File: config.mk
export PLATFORM = sky130hd
export DESIGN_NAME = clk_div_gen_flat
export DESIGN_NICKNAME = d
export VERILOG_FILES = /design/src/rtl/clk_div_pkg.sv /design/src/rtl/clk_div_if.sv /design/src/rtl/clk_div_cnt.sv /design/src/rtl/clk_div_gen.sv /design/src/flat_wrapper.sv
export SDC_FILE = /design/constraint.sdc
export NUM_CORES = 1
export LEC_CHECK = 0
export ABC_AREA = 1
export CORE_AREA = 2 2 58 60
export CTS_CLUSTER_DIAMETER = 50
export DETAILED_ROUTE_END_ITERATION = 10
export DIE_AREA = 0 0 60 62
export PLACE_DENSITY = 0.89
export SLEW_MARGIN = 0
export SYNTH_ARGS = -nofsm -noshare
export SYNTH_HDL_FRONTEND = slang
export SYNTH_SLANG_ARGS = --single-unit
File: constraint.sdc
create_clock -name clk -period 1.5 [get_ports clk]
set_input_delay 0.45 -clock clk [delete_from_list [all_inputs] [get_ports clk]]
set_output_delay 0.45 -clock clk [all_outputs]
set_load 0.05 [all_outputs]
File: src/rtl/clk_div_pkg.sv
// Shared types and defaults for the clock divider generator.
package clk_div_pkg;

    localparam int DEF_CNT_W = 8;

    typedef enum logic [1:0] {
        IDLE = 2'd0,
        RUN  = 2'd1,
        PEND = 2'd2
    } state_e;

endpackage

File: src/rtl/clk_div_if.sv
// Ratio-update handshake between a configuring master and the divider.
interface clk_div_if #(parameter int CNT_W = clk_div_pkg::DEF_CNT_W);

    logic             cfg_valid;
    logic [CNT_W-1:0] cfg_ratio;
    logic             cfg_ready;

    modport master (output cfg_valid, output cfg_ratio, input cfg_ready);
    modport slave  (input cfg_valid, input cfg_ratio, output cfg_ready);

endinterface

File: src/rtl/clk_div_cnt.sv
// Half-period counter: counts up from zero, flags when it reaches the limit.
module clk_div_cnt
    import clk_div_pkg::*;
#(
    parameter int CNT_W = DEF_CNT_W
) (
    input  logic             clk,
    input  logic             rst_n,
    input  logic             clear,
    input  logic [CNT_W-1:0] limit,
    output logic [CNT_W-1:0] cnt,
    output logic             tc
);

    logic [CNT_W-1:0] cnt_q;
    logic [CNT_W-1:0] cnt_d;

    always_comb begin
        cnt_d = cnt_q + CNT_W'(1);
        if (clear) begin
            cnt_d = '0;
        end
    end

    always_ff @(posedge clk) begin
        if (!rst_n) begin
            cnt_q <= '0;
        end else begin
            cnt_q <= cnt_d;
        end
    end

    assign cnt = cnt_q;
    assign tc  = (cnt_q == limit);

endmodule

File: src/rtl/clk_div_gen.sv
// Glitch-free programmable clock divider; ratio changes and stops only take effect at period boundaries.
module clk_div_gen
    import clk_div_pkg::*;
#(
    parameter int CNT_W = DEF_CNT_W
) (
    input  logic     clk,
    input  logic     rst_n,
    input  logic     en,
    clk_div_if.slave cfg,
    output logic     clk_out,
    output logic     clk_out_inv,
    output logic     rise_tick,
    output logic     busy
);

    state_e           state_q, state_d;
    logic [CNT_W-1:0] ratio_q, ratio_d;
    logic [CNT_W-1:0] pend_q, pend_d;
    logic             clk_out_q, clk_out_d;
    logic             clk_out_inv_q, clk_out_inv_d;
    logic             rise_tick_q, rise_tick_d;
    logic             accept;
    logic             cnt_clear;
    logic             tc;
    logic [CNT_W-1:0] cnt;

    assign cnt_clear = (state_q == IDLE) || tc;

    clk_div_cnt #(.CNT_W(CNT_W)) u_cnt (
        .clk   (clk),
        .rst_n (rst_n),
        .clear (cnt_clear),
        .limit (ratio_q),
        .cnt   (cnt),
        .tc    (tc)
    );

    always_comb begin
        state_d       = state_q;
        ratio_d       = ratio_q;
        pend_d        = pend_q;
        clk_out_d     = clk_out_q;
        clk_out_inv_d = clk_out_inv_q;
        rise_tick_d   = 1'b0;
        accept        = 1'b0;
        case (state_q)
            IDLE: begin
                if (cfg.cfg_valid) begin
                    ratio_d = cfg.cfg_ratio;
                end
                if (en) begin
                    state_d       = RUN;
                    clk_out_d     = 1'b1;
                    clk_out_inv_d = 1'b0;
                    rise_tick_d   = 1'b1;
                end
            end
            default: begin
                accept = (state_q == RUN) && cfg.cfg_valid;
                if (accept) begin
                    pend_d  = cfg.cfg_ratio;
                    state_d = PEND;
                end
                if (tc) begin
                    if (clk_out_q) begin
                        clk_out_d     = 1'b0;
                        clk_out_inv_d = 1'b1;
                    end else begin
                        if (state_q == PEND) begin
                            ratio_d = pend_q;
                        end
                        if (en) begin
                            clk_out_d     = 1'b1;
                            clk_out_inv_d = 1'b0;
                            rise_tick_d   = 1'b1;
                            if (!accept) begin
                                state_d = RUN;
                            end
                        end else begin
                            // Stopping: a ratio accepted on this very edge lands directly, as it would in IDLE.
                            state_d = IDLE;
                            if (accept) begin
                                ratio_d = cfg.cfg_ratio;
                            end
                        end
                    end
                end
            end
        endcase
    end

    always_ff @(posedge clk) begin
        if (!rst_n) begin
            state_q       <= IDLE;
            ratio_q       <= '0;
            pend_q        <= '0;
            clk_out_q     <= 1'b0;
            clk_out_inv_q <= 1'b1;
            rise_tick_q   <= 1'b0;
        end else begin
            state_q       <= state_d;
            ratio_q       <= ratio_d;
            pend_q        <= pend_d;
            clk_out_q     <= clk_out_d;
            clk_out_inv_q <= clk_out_inv_d;
            rise_tick_q   <= rise_tick_d;
        end
    end

    assign clk_out       = clk_out_q;
    assign clk_out_inv   = clk_out_inv_q;
    assign rise_tick     = rise_tick_q;
    assign busy          = (state_q != IDLE);
    assign cfg.cfg_ready = (state_q != PEND);

endmodule

File: src/flat_wrapper.sv
// flat-port wrapper written by rule: the top's interface ports become plain ports
module clk_div_gen_flat import clk_div_pkg::*;
#(
    parameter int CNT_W = DEF_CNT_W
)
  (clk, rst_n, en, clk_out, clk_out_inv, rise_tick, busy, cfg_cfg_valid, cfg_cfg_ratio, cfg_cfg_ready);
  clk_div_if #(.CNT_W(CNT_W)) cfg_i ();
  input  logic clk;
  input  logic rst_n;
  input  logic en;
  output logic clk_out;
  output logic clk_out_inv;
  output logic rise_tick;
  output logic busy;
  input wire logic [$bits(cfg_i.cfg_valid)-1:0] cfg_cfg_valid;
  input wire logic [$bits(cfg_i.cfg_ratio)-1:0] cfg_cfg_ratio;
  output wire logic [$bits(cfg_i.cfg_ready)-1:0] cfg_cfg_ready;
  assign cfg_i.cfg_valid = cfg_cfg_valid;
  assign cfg_i.cfg_ratio = cfg_cfg_ratio;
  assign cfg_cfg_ready = cfg_i.cfg_ready;
  clk_div_gen #(.CNT_W(CNT_W)) u_core (.clk(clk), .rst_n(rst_n), .en(en), .cfg(cfg_i), .clk_out(clk_out), .clk_out_inv(clk_out_inv), .rise_tick(rise_tick), .busy(busy));
endmodule
==> results of run 1 <==
## critical path, delay by kind of cell
kind / cells / cell delay [ps]
buffers and inverters: 3 / 670
AND/OR/NAND/NOR: 7 / 600
## flip-flops by register name, summed over array words and instances, names as in the netlist
register            cells
u_core.clk_out          1
u_core.clk_out_inv      1
u_core.pend_q           8
u_core.ratio_q          8
u_core.rise_tick        1
u_core.state_q          2
u_core.u_cnt.cnt        8
## metrics by stage
stage / setup WS (ps) / total power [uW] / util, % / instances
detailed placement: -341.8 / 3197 / 62.89 / 312
global route: -55.76 / 4417 / 68.79 / 329
global placement: -297.6 / 3140 / 62.89 / 312
CTS: 0.04075 / 3856 / 66.47 / 323
floorplan: 174.6 / 2669 / - / 243
finish: -11.83 / 4124 / 68.79 / 329
## worst min path at each step
stage,end,cells past startpoint
2_1_floorplan,u_core.pend_q[0]$_SDFFE_PN0P_,2
3_3_place_gp,u_core.pend_q[0]$_SDFFE_PN0P_,2
3_5_place_dp,u_core.pend_q[0]$_SDFFE_PN0P_,2
4_1_cts,u_core.pend_q[0]$_SDFFE_PN0P_,2
5_1_grt,u_core.pend_q[3]$_SDFFE_PN0P_,2
6_report,u_core.pend_q[0]$_SDFFE_PN0P_,2
## kinds of logic (layout without fill, tap and decap cells)
group | Yosys count | count (layout) | share of synthesized area, %
simple gates | 144 | 144 | 40.66
buf+inv | 35 | 75 | 10.76
compound gates | 29 | 29 | 10.54
flops | 29 | 29 | 34.68
xor+xnor | 5 | 5 | 2.616
fa+ha+maj | 1 | 1 | 0.7473
## layout make-up
cell class | instances | area, um2
sequential | 29 | 598.1
multi-input combinational | 179 | 933.4
clock buffer | 7 | 65.06
fill | 235 | 992.2
timing repair buffer | 38 | 406.6
inverter | 29 | 121.4
tap | 46 | 57.56
clock inverter | 1 | 5.005
## layout by cell type, fill, tap and decap left out, types with 3 or more instances in the layout
cell type	instances
buf_4	19
xnor2_1	3
clkbuf_4	5
buf_12	7
inv_2	4
clkdlybuf4s50_1	10
dfxtp_2	8
a21oi_2	8
inv_1	22
nor2_4	4
a21oi_1	11
nand2_8	3
dfxtp_1	19
nand2_1	84
nor2_2	4
nand3_1	20
o21ai_0	8
nor2_1	17
nor3_1	3
## power groups by stage
stage,combinational (uW),sequential (uW),clock [uW]
after detailed placement,2040,1160,0
after global routing,2630,1210,585
final,2400,1180,546
after CTS,2140,1160,557
after global placement,1990,1150,0
after floorplan,1490,1180,0
## routing by layer
| metal | global-route usage (%) | wire, um |
|---|---|---|
| met1 | 26.95 | 1648 |
| met2 | 37.42 | 1927 |
| met3 | 6.625 | 215 |
| met4 | 14.29 | 129 |
| met5 | 0 | 0 |
## what timing repair did
item                       CTS  global route
setup endpoints to repair    2            17
buffers inserted             3             6
hold buffers                 0             0
gates resized for setup      7            16
pin swaps                    1             3
==> flow_metrics.env, run 1 <==
export IMPL_overflow=0
export IMPL_whs_ps=458.4
export IMPL_rsz0062_at_grt="true"
export IMPL_status="finished, violations left"
export IMPL_postRouteAntennaNets=0
export IMPL_place_area_um2=1999
export IMPL_path_max_fanout=10
export IMPL_h_tree_depth=2
export IMPL_synth_cell_type_count=28
export IMPL_initial_core_util_pct=52.66
export IMPL_final_nets=295
export IMPL_violations="setup timing"
export IMPL_cts_tree="yes"
export IMPL_coreArea_um2=3179
export IMPL_worstMarginPinSlew_ps=408.0
export IMPL_port_buffers=16
export IMPL_r2r_end="u_core.ratio_q[1]$_SDFFE_PN0P_"
export IMPL_setup_viol=1
export IMPL_p_switching_uw=1829
export IMPL_fmaxAchievable_ghz=0.6615
export IMPL_cp_endpoint="u_core.ratio_q[1]$_SDFFE_PN0P_"
export IMPL_dr_pass1_iters=4
export IMPL_clk_pin_slew_ps=90
export IMPL_crit_chain="clkdlybuf4s50_1 > inv_1 > nand2_4 > nand2_8 > nand2_1 > nand2_1 > inv_1 > nand3_1 > nand2_1 > nor2_1"
export IMPL_gp_congestion=0.8183
export IMPL_antenna_found_initial=0
export IMPL_grt_pass1_wl_mm=6.327
export IMPL_cts_root_buf="clkbuf_4"
export IMPL_grt_max_degree=17
export IMPL_synth_top_area_share_pct=34.68
export IMPL_critPathMaxStageDelay_ps=500
export IMPL_row_count=21
export IMPL_pwr_share_comb_pct=58.2
export IMPL_area_growth_pct=30.64
export IMPL_cts_buffer_depth=2
export IMPL_cts_inserted_buffers=5
export IMPL_synth_edf_count=0
export IMPL_period_share_pct=100.8
export IMPL_switching_share_pct=44.34
export IMPL_synth_area_leaders="dfxtp_1, nand2_1, nand3_1, inv_1, a21oi_2"
export IMPL_crit_arrival_ps=1740
export IMPL_gr_usage_all_layers_pct=23.05
export IMPL_layout_setup_ws_ps=-11.83
export IMPL_syn_inst=243
export IMPL_startpoint="en"
export IMPL_n_antenna_cell=0
export IMPL_synth_ff_type="dfxtp_1"
export IMPL_timing_setup_tns_ps=-11.83
export IMPL_syn_nets=256
export IMPL_start_kind="input pin"
export IMPL_avgSynthCellArea_um2=6.889
export IMPL_remaining_drc_errors=0
export IMPL_rr_worst_depth=9
export IMPL_synthArstFlopShare_pct=0
export IMPL_p_int_uw=2295
export IMPL_synth_top_cell_by_area="dfxtp_1"
export IMPL_fin_crit_ps=1512
export IMPL_power_density_nw_per_um2=1886
export IMPL_drt_initial_drc_count=51
export IMPL_reg2reg_slack_ps=50
export IMPL_cp_end_kind="flip-flop"
export IMPL_die_area_um2=3720
export IMPL_critPathMostFrequentCell="nand2_1"
export IMPL_final_hold_viol_count=0
export IMPL_maxSlewViolCount=0
export IMPL_slew_headroom_pct=72.59
export IMPL_synth_seq_cells=29
export IMPL_power_frac_seq_pct=28.6
export IMPL_drt_wl_total_mm=3.921
export IMPL_clkPwrFrac_pct=13.2
export IMPL_vdd_ir_drop_max_mv=1.323
export IMPL_hold_path_class="reg -> reg"
export IMPL_yosysWarnings=0
export IMPL_final_layout_size_suffix_gt1_share_pct=26.50
export IMPL_fin_worst_skew_ps=9.729
export IMPL_drv_cap=0
export IMPL_synth_area_um2=1674
export IMPL_ios=17
export IMPL_min_from="u_core.pend_q[0]$_SDFFE_PN0P_"
export IMPL_vias=1641
export IMPL_fin_area_um2=2187
export IMPL_clk_latency_ps=330
export IMPL_p_leak_uw=0.001008
export IMPL_critPathRequiredTime_ps=1730
export IMPL_slowest_stage="clkdlybuf4s50_1"
export IMPL_grt_pass1_vias=1528
export IMPL_viasPerCell=4.988
export IMPL_routedWlPerCell_um=11.92
export IMPL_die_h_um=62
export IMPL_cts_sinks=29
export IMPL_hpwl_mm=2.615
export IMPL_synth_common_cells="nand2_1, dfxtp_1, inv_1, nand3_1, nor2_1"
export IMPL_die_x_um=60
export IMPL_rr_startpoint="u_core.state_q[1]$_SDFFE_PN0P_"
export IMPL_ys_seq_area_share_pct=34.68
export IMPL_yosys_cell_count_top_type="nand2_1"
export IMPL_path_class="in -> reg"
Note: power is estimated with default switching activity, not from simulation.
==> inputs of run 2 (changes only) <==
- clock period: 1.5 -> 1.4 ns (I/O delays scaled with it)
==> run 2 against run 1 <==
Net effect: the flow still finishes with violations (setup timing); non-clock buffer count is 6 higher; sequential cell count is the same; setup slack worse by 78 ps; largest power group unchanged; die area stayed put; clock skew is 2.5 ps lower; clock power increased by 9.7%; cell count up 2.1%; critical endpoint is now busy; global-route usage down 0.31 points.
==> flow_metrics.env, run 2 (synthesis gave the netlist of run 1 again) <==
export IMPL_row_count=21
export IMPL_die_h_um=62
export IMPL_hold_path_class="reg -> reg"
export IMPL_path_class="reg -> out"
export IMPL_remaining_drc_errors=0
export IMPL_whs_ps=460.1
export IMPL_cp_end_kind="primary output"
export IMPL_maxSlewViolCount=0
export IMPL_final_hold_viol_count=0
export IMPL_grt_max_degree=17
export IMPL_viasPerCell=4.923
export IMPL_fmaxAchievable_ghz=0.6714
export IMPL_fill_cells=215
export IMPL_gp_congestion=0.8366
export IMPL_n_antenna_cell=0
export IMPL_ios=17
export IMPL_cts_root_buf="clkbuf_4"
export IMPL_slowest_stage="dfxtp_4"
export IMPL_dr_pass1_iters=4
export IMPL_layout_common_cells="nand2_1, buf_4, inv_1, nand3_1, dfxtp_1"
export IMPL_violations="setup timing"
export IMPL_start_kind="flip-flop"
export IMPL_slew_headroom_pct=81.00
export IMPL_worstMarginPinSlew_ps=283.4
export IMPL_regArea_um2=598.1
export IMPL_fin_worst_skew_ps=7.252
export IMPL_gr_usage_all_layers_pct=22.74
export IMPL_die_area_um2=3720
export IMPL_fin_crit_ps=1489
export IMPL_antenna_found_initial=0
export IMPL_vias=1654
export IMPL_drt_initial_drc_count=54
export IMPL_crit_chain="nor2_4 > inv_6 > buf_12"
export IMPL_layout_commonest_cell="nand2_1"
export IMPL_critPathTopFamily="flip-flops"
export IMPL_power_density_nw_per_um2=2003
export IMPL_final_core_util_pct=71.82
export IMPL_p_leak_uw=0.001043
export IMPL_grt_pass1_wl_mm=6.182
export IMPL_die_x_um=60
export IMPL_critPathBufInv=2
export IMPL_vdd_ir_drop_max_mv=1.787
export IMPL_port_buffers=16
export IMPL_initial_core_util_pct=52.66
export IMPL_multi_input_comb_area_um2=992.2
export IMPL_grt_pass1_vias=1514
export IMPL_routedWlPerCell_um=12.43
export IMPL_dp_slack_ps=-405.2
export IMPL_clk_pin_slew_ps=100
export IMPL_clk_latency_ps=340
export IMPL_period_share_pct=106.4
export IMPL_cts_buffer_depth=2
export IMPL_rsz0062_at_grt="true"
export IMPL_cts_sinks=29
export IMPL_final_nets=302
export IMPL_postRouteAntennaNets=0
export IMPL_cts_tree="yes"
export IMPL_critPathMaxStageDelay_ps=380
export IMPL_critPathRequiredTime_ps=980
export IMPL_final_layout_size_suffix_gt1_share_pct=31.38
export IMPL_cts_inserted_buffers=5
export IMPL_layout_setup_ws_ps=-89.39
export IMPL_setup_viol=11
export IMPL_drv_cap=0
export IMPL_h_tree_depth=2
export IMPL_overflow=0
export IMPL_drt_wl_total_mm=4.175
export IMPL_finalPower_uw=4573
export IMPL_crit_arrival_ps=1070
export IMPL_area_growth_pct=36.40
export IMPL_path_max_fanout=3
export IMPL_hpwl_mm=2.690
export IMPL_status="finished, violations left"
export IMPL_coreArea_um2=3179
## run 2: where the power goes
part / internal (uW) / leakage [uW] / total, uW / switching, uW
clock: 291 / 0.0000413 / 599 / 308
combinational: 1160 / 0.000760 / 2710 / 1550
sequential: 1040 / 0.000242 / 1270 / 225
## run 2: stage by stage
stage | instances | area [um2] | setup TNS, ps
global placement | 319 | 2039 | -6398
CTS | 331 | 2162 | -140.7
detailed placement | 319 | 2039 | -6914
finish | 336 | 2283 | -457.8
floorplan | 243 | 1675 | 0
global route | 336 | 2283 | -1757
## run 2: worst paths after layout
path	start	endpoint	slack [ps]	cells after the start
worst max-delay path	u_core.state_q[0]$_SDFFE_PN0P_	busy	-90	3
worst min-delay path	u_core.pend_q[5]$_SDFFE_PN0P_	u_core.pend_q[5]$_SDFFE_PN0P_	460	2
worst max register to register	u_core.state_q[0]$_SDFFE_PN0P_	u_core.state_q[0]$_SDFFE_PN0P_	-80	9
worst min register to register	u_core.pend_q[5]$_SDFFE_PN0P_	u_core.pend_q[5]$_SDFFE_PN0P_	460	2
## run 2: metal layers
layer	global-route usage, %	wire [um]	vias to the layer above
met4	17.14	169	0
met1	27.30	1795	728
met3	6.004	192	19
met5	0	0	-
met2	34.94	2017	52
li1	-	-	855
## run 2: tightest hold or removal path: stages (launching register included)
cell and delay (ps):
dfxtp_1 320, nand2_1 60, a21oi_1 50
## run 2: what timing repair did
action,CTS,global route
endpoints found under the setup margin,13,19
hold buffers,0,0
buffers inserted,4,4
resized for setup,9,27
pin swaps,2,3
cloned,0,1
## run 2: layout make-up
cell class	count	area share, %
flip-flops and latches	29	26.19
clock inverters	1	0.2192
inverters	29	5.205
well taps	46	2.521
repair buffers	44	19.56
multi-input cells	180	43.45
clock buffers	7	2.849
==> inputs of run 3 (changes only) <==
- CAP_MARGIN: unset -> 0
- SLEW_MARGIN: 0 -> 20
==> results of run 3 <==
No change in the layout: final DEF, timing and power equal those of run 2.
==> variant 1, RTL diff (config.mk and constraints of run 1) <==
Set the package constant `DEF_CNT_W` to 6 (it was 8).
--- a/src/rtl/clk_div_pkg.sv
+++ b/src/rtl/clk_div_pkg.sv
@@ -1,7 +1,7 @@
 // Shared types and defaults for the clock divider generator.
 package clk_div_pkg;
 
-    localparam int DEF_CNT_W = 8;
+    localparam int DEF_CNT_W = 6;
 
     typedef enum logic [1:0] {
         IDLE = 2'd0,
Ports: changed (resized cfg_cfg_ratio); port bits go from 17 to 15. The function was not compared with the original's and may differ.
==> variant 1 against run 1 <==
- sequential cell count fell by 6
- largest power group unchanged
- routed wire length decreased by 30%
- count of clock-buffer cells in the layout down 3
- non-clock buffer count is 12 lower
- via count decreased by 25%
- setup slack gained 5.7 ps
- critical path type is now flip-flop to primary output
- synthesized area shrank 24%
- the flow still finishes with violations (setup timing)
- die area did not move
- power shrank 27%
- global-route usage shrank 6.2 points
- design area down 25%
- sequential power decreased by 20%
- worst hold slack got worse by 6.4 ps
==> variant 1: results (changes against run 1) <==
qor: logic_synthesis.synth_net_count 204 [-20%]
qor: finish.num-fill-cells 288 [+23%]
qor: hold_path.holdPathStages 1 [-1]
qor: place.gp_congestion 0.8627 [+5.4%]
qor: logic_synthesis.synthXorXnorAreaFrac 0.02748 [+0.001319]
qor: timing.final.setup.tns -6.124 ps [+5.703 ps]
qor: worst_setup_path.setup.worst_path.start u_core.state_q[0]
qor: worst_setup_path.timing.critical_path.arrival 1060 ps [-680 ps]
qor: logic_synthesis.synth.yosys.seq_area_share 0.3611 [+0.01435]
qor: worst_setup_path.timing.rr.end u_core.ratio_q[2]
qor: drt.drt_iter0_drc 29 [-43%]
qor: power.p_leak 0.0007536 uW [-25%]
qor: status.run_status complete, but fails checks
qor: timing.setup_viol 1 [unchanged]
qor: timing.worst_slack -6.124 ps [+5.703 ps]
qor: clocking.clk_transition_reported_paths 130 ps [+40 ps]
qor: timing.finalClockSkew 4.809 ps [-4.920 ps]
qor: worst_setup_path.worstRegToRegCells 8 [-1]
qor: logic_synthesis.netlist-cell-type-count 26 [-7.1%]
qor: drt.drt-wirelength-per-cell 10.47 um [-12%]
qor: worst_setup_path.regToRegSetupSlack 80 ps [+30 ps]
qor: grt.grt_first_pass_wirelength 4698 um [-26%]
qor: clocking.clock_tree.buffer_depth 2 [unchanged]
qor: grt.grt_pass1_vias 1077 [-30%]
qor: clocking.tritoncts.num_buffers 3 [-2]
qor: clocking.clock_tree.htree_level_count 1 [-1]
qor: worst_setup_path.crit_end busy
qor: place.dp.final_hpwl 2055 um [-21%]
qor: finish.post_route_cells_drive_above_1_share 0.1927 [-0.07236]
qor: power.max-vdd-ir-drop 0.001144 V [-14%]
qor: place.placement.io_buffers 14 [-2]
qor: logic_synthesis.synth_area_in_compound_gates 0.09519 [-0.01019]
qor: timing.timing.max_slew.rel_slack 0.7924 [+0.06651]
qor: finish.layout.nets 230 [-22%]
qor: logic_synthesis.post_synth_main_area_contributors dfxtp_1 (36%), nand2_1 (18%), nand3_1 (6.7%)
qor: worst_setup_path.crit_fanout 3 [-7]
qor: logic_synthesis.post_synth_fa_ha_maj_area_fraction 0.009814 [+0.002340]
qor: hold_path.whs_endpoint u_core.u_cnt.cnt[0]
qor: status.failing_checks setup timing
## variant 1: through the flow
stage / power, uW / area (um^2) / hold WS (ps) / setup WS (ps) / instances
after floorplan: 2156 / 1275 / 429.5 / 28.54 / 193
after global placement: 2539 / 1549 / 451.7 / -268.3 / 258
after detailed placement: 2571 / 1549 / 455.7 / -317.4 / 258
after CTS: 2962 / 1617 / 474.5 / -14.49 / 264
after global routing: 3243 / 1640 / 477.2 / -50.11 / 264
final: 3003 / 1640 / 452.0 / -6.124 / 264
## variant 1: final cells by class
type | count | area, um^2 | share of cell area
well taps | 46 | 57.56 | 0.03509
inverters | 25 | 103.9 | 0.06331
clock buffers | 4 | 26.28 | 0.01602
repair buffers | 26 | 280.3 | 0.1709
multi-input cells | 140 | 701.9 | 0.4279
flip-flops and latches | 23 | 470.5 | 0.2868
## variant 1: routing by layer
metal	vias up	share of wire	routed length (um)	track usage
met5	-	0	0	0
met4	0	0.020	55	0.07937
met2	25	0.47	1302	0.2640
li1	648	-	-	-
met1	553	0.47	1288	0.2229
met3	6	0.043	118	0.03313
## variant 1: cell families after synthesis
| kind of cell | count (synthesis) |
|---|---|
| and+or+nand+nor | 113 |
| buffers and inverters | 30 |
| DFF | 23 |
| AOI/OAI and AO/OA | 22 |
| xor gates and xnor gates | 4 |
| adders and majority gates | 1 |
## variant 1: repair_timing
action	4_1_cts	5_1_grt
setup endpoints to repair	2	9
resized for setup	8	7
pin swaps	1	0
setup buffers	2	0
## variant 1: worst max-delay path: stages (launching register included)
cell,delay [ps]
dfxtp_4,390
nor2_4,150
inv_6,50
buf_12,140
## variant 1: power breakdown
group          leakage, uW  switching [uW]  internal (uW)
clock            0.0000150             193            104
sequential        0.000191             162            779
combinational     0.000548            1040            721
==> variant 2, RTL diff (config.mk and constraints of run 1) <==
Without the edit above. Reset style: asynchronous (`rst_n`), changed in 2 clocked blocks.
--- a/src/rtl/clk_div_cnt.sv
+++ b/src/rtl/clk_div_cnt.sv
@@ -22,7 +22,7 @@
         end
     end
 
-    always_ff @(posedge clk) begin
+    always_ff @(posedge clk or negedge rst_n) begin
         if (!rst_n) begin
             cnt_q <= '0;
         end else begin
--- a/src/rtl/clk_div_gen.sv
+++ b/src/rtl/clk_div_gen.sv
@@ -90,7 +90,7 @@
         endcase
     end
 
-    always_ff @(posedge clk) begin
+    always_ff @(posedge clk or negedge rst_n) begin
         if (!rst_n) begin
             state_q       <= IDLE;
             ratio_q       <= '0;
Behaviour: differs if rst_n is asserted again (counterexample within 4 cycles, from zero or initial values and one cycle with rst_n low); with rst_n held inactive, the same outputs for 10 cycles.
==> variant 2 against run 1 <==
- the run still ends with setup timing left
- design area grew 4.1%
- register-to-register slack lost 60 ps
- power grew 15%
- setup slack lost 110 ps
- routed wire length up 7.2%
- sequential cell count unchanged
- synthesized area grew 0.90%
- clock power shrank 4.9%
- largest power group unchanged
==> variant 2: results (changes against run 1) <==
qor: status.run_status complete, but fails checks
qor: status.failing_checks setup timing
qor: power.p_leak 0.001145 uW [+14%]
qor: clocking.cts_resized 5 [-2]
qor: worst_setup_path.regToRegSetupSlack -10 ps [-60 ps]
qor: place.pre_cts_slack -255.2 ps [+86.56 ps]
qor: drt.m1WireLength 1733 um [+5.2%]
qor: worst_setup_path.timing.critical_path.arrival 1170 ps [-570 ps]
qor: place.placed_instances 297 [-4.8%]
qor: timing.timing.max_slew.rel_slack 0.8010 [+0.07506]
qor: worst_setup_path.criticalPathCategory flip-flop to primary output
qor: logic_synthesis.post_synth_main_area_contributors dfrtp_1 (41%), nand2_1 (15%), nor2_1 (8.2%)
qor: clocking.post_cts.repair.setup_buffers 6 [+3]
qor: timing.hold_slack 469.0 ps [+10.60 ps]
qor: drt.drt_iter0_drc 94 [+84%]
qor: timing.finalClockSkew 7.639 ps [-2.090 ps]
qor: grt.grt_first_pass_wirelength 6913 um [+9.3%]
qor: finish.post_route_cells_drive_above_1_share 0.2527 [-0.01227]
qor: grt.met3_usage 0.08282 [+0.01656]
qor: drt.vias 1653 [+0.73%]
qor: finish.final-instance-count-excl-fill 319 [-3.0%]
qor: worst_setup_path.critical-path-slowest-cell dfrtp_2
qor: finish.layout.nets 285 [-3.4%]
qor: grt.grt_use_total 0.2556 [+0.02512]
qor: place.dp.final_hpwl 2599 um [-0.62%]
qor: logic_synthesis.synth_net_count 238 [-7.0%]
qor: worst_setup_path.crit_fanout 3 [-7]
qor: worst_setup_path.cell_class_contributing_the_biggest_share_of_worst_path_delay flip-flops
qor: logic_synthesis.synth_top_area_frac 0.4148 [+0.06803]
qor: logic_synthesis.synth.yosys.seq_area_share 0.4304 [+0.08358]
qor: clocking.clock_tree.root_cell clkbuf_4
qor: place.gp_congestion 0.7768 [-5.1%]
qor: grt.grt_max_degree 30 [+13]
qor: drt.totalWireLength 4202 um [+7.2%]
qor: timing.final.setup.tns -210.8 ps [-198.9 ps]
qor: timing.worst_slack -117.6 ps [-105.8 ps]
qor: grt.grtUsageMet1 0.3144 [+0.04492]
qor: worst_setup_path.critical_path.reg2reg.startpoint u_core.state_q[1]
qor: drt.met3_length 301 um [+40%]
qor: worst_setup_path.crit_end busy
qor: grt.grt_pass1_vias 1564 [+2.4%]
qor: place.cell_area_after_placement 0.002039 mm^2 [+2.0%]
qor: timing.setup_viol 4 [+3]
qor: worst_setup_path.critical_path.max_stage_delay 460 ps [-40 ps]
qor: logic_synthesis.synth_async_sr_flop_share 1.000 [+1.000]
-- variant 2: power by group --
| group | total, uW | internal (uW) | switching (uW) |
|---|---|---|---|
| Sequential | 1420 | 1120 | 304 |
| Combinational | 2810 | 1250 | 1570 |
| Clock | 519 | 231 | 288 |
| Total | 4750 | 2600 | 2160 |
-- variant 2: layout make-up --
type | count | area, um^2
fill | 214 | 903.4
multi-input combinational | 163 | 850.8
sequential | 29 | 730.7
timing repair buffer | 43 | 460.4
inverter | 30 | 117.6
clock buffer | 8 | 58.81
tap | 46 | 57.56
-- variant 2: logic make-up (layout without fill, tap and decap cells) --
logic type | count (synthesis) | in the layout | synth area share
and+or+nand+nor | 133 | 133 | 0.3444
buffers and inverters | 33 | 81 | 0.08445
DFF | 29 | 29 | 0.4304
AOI/OAI and AO/OA | 24 | 24 | 0.1074
xor gates and xnor gates | 5 | 5 | 0.02593
adders and majority gates | 1 | 1 | 0.007406
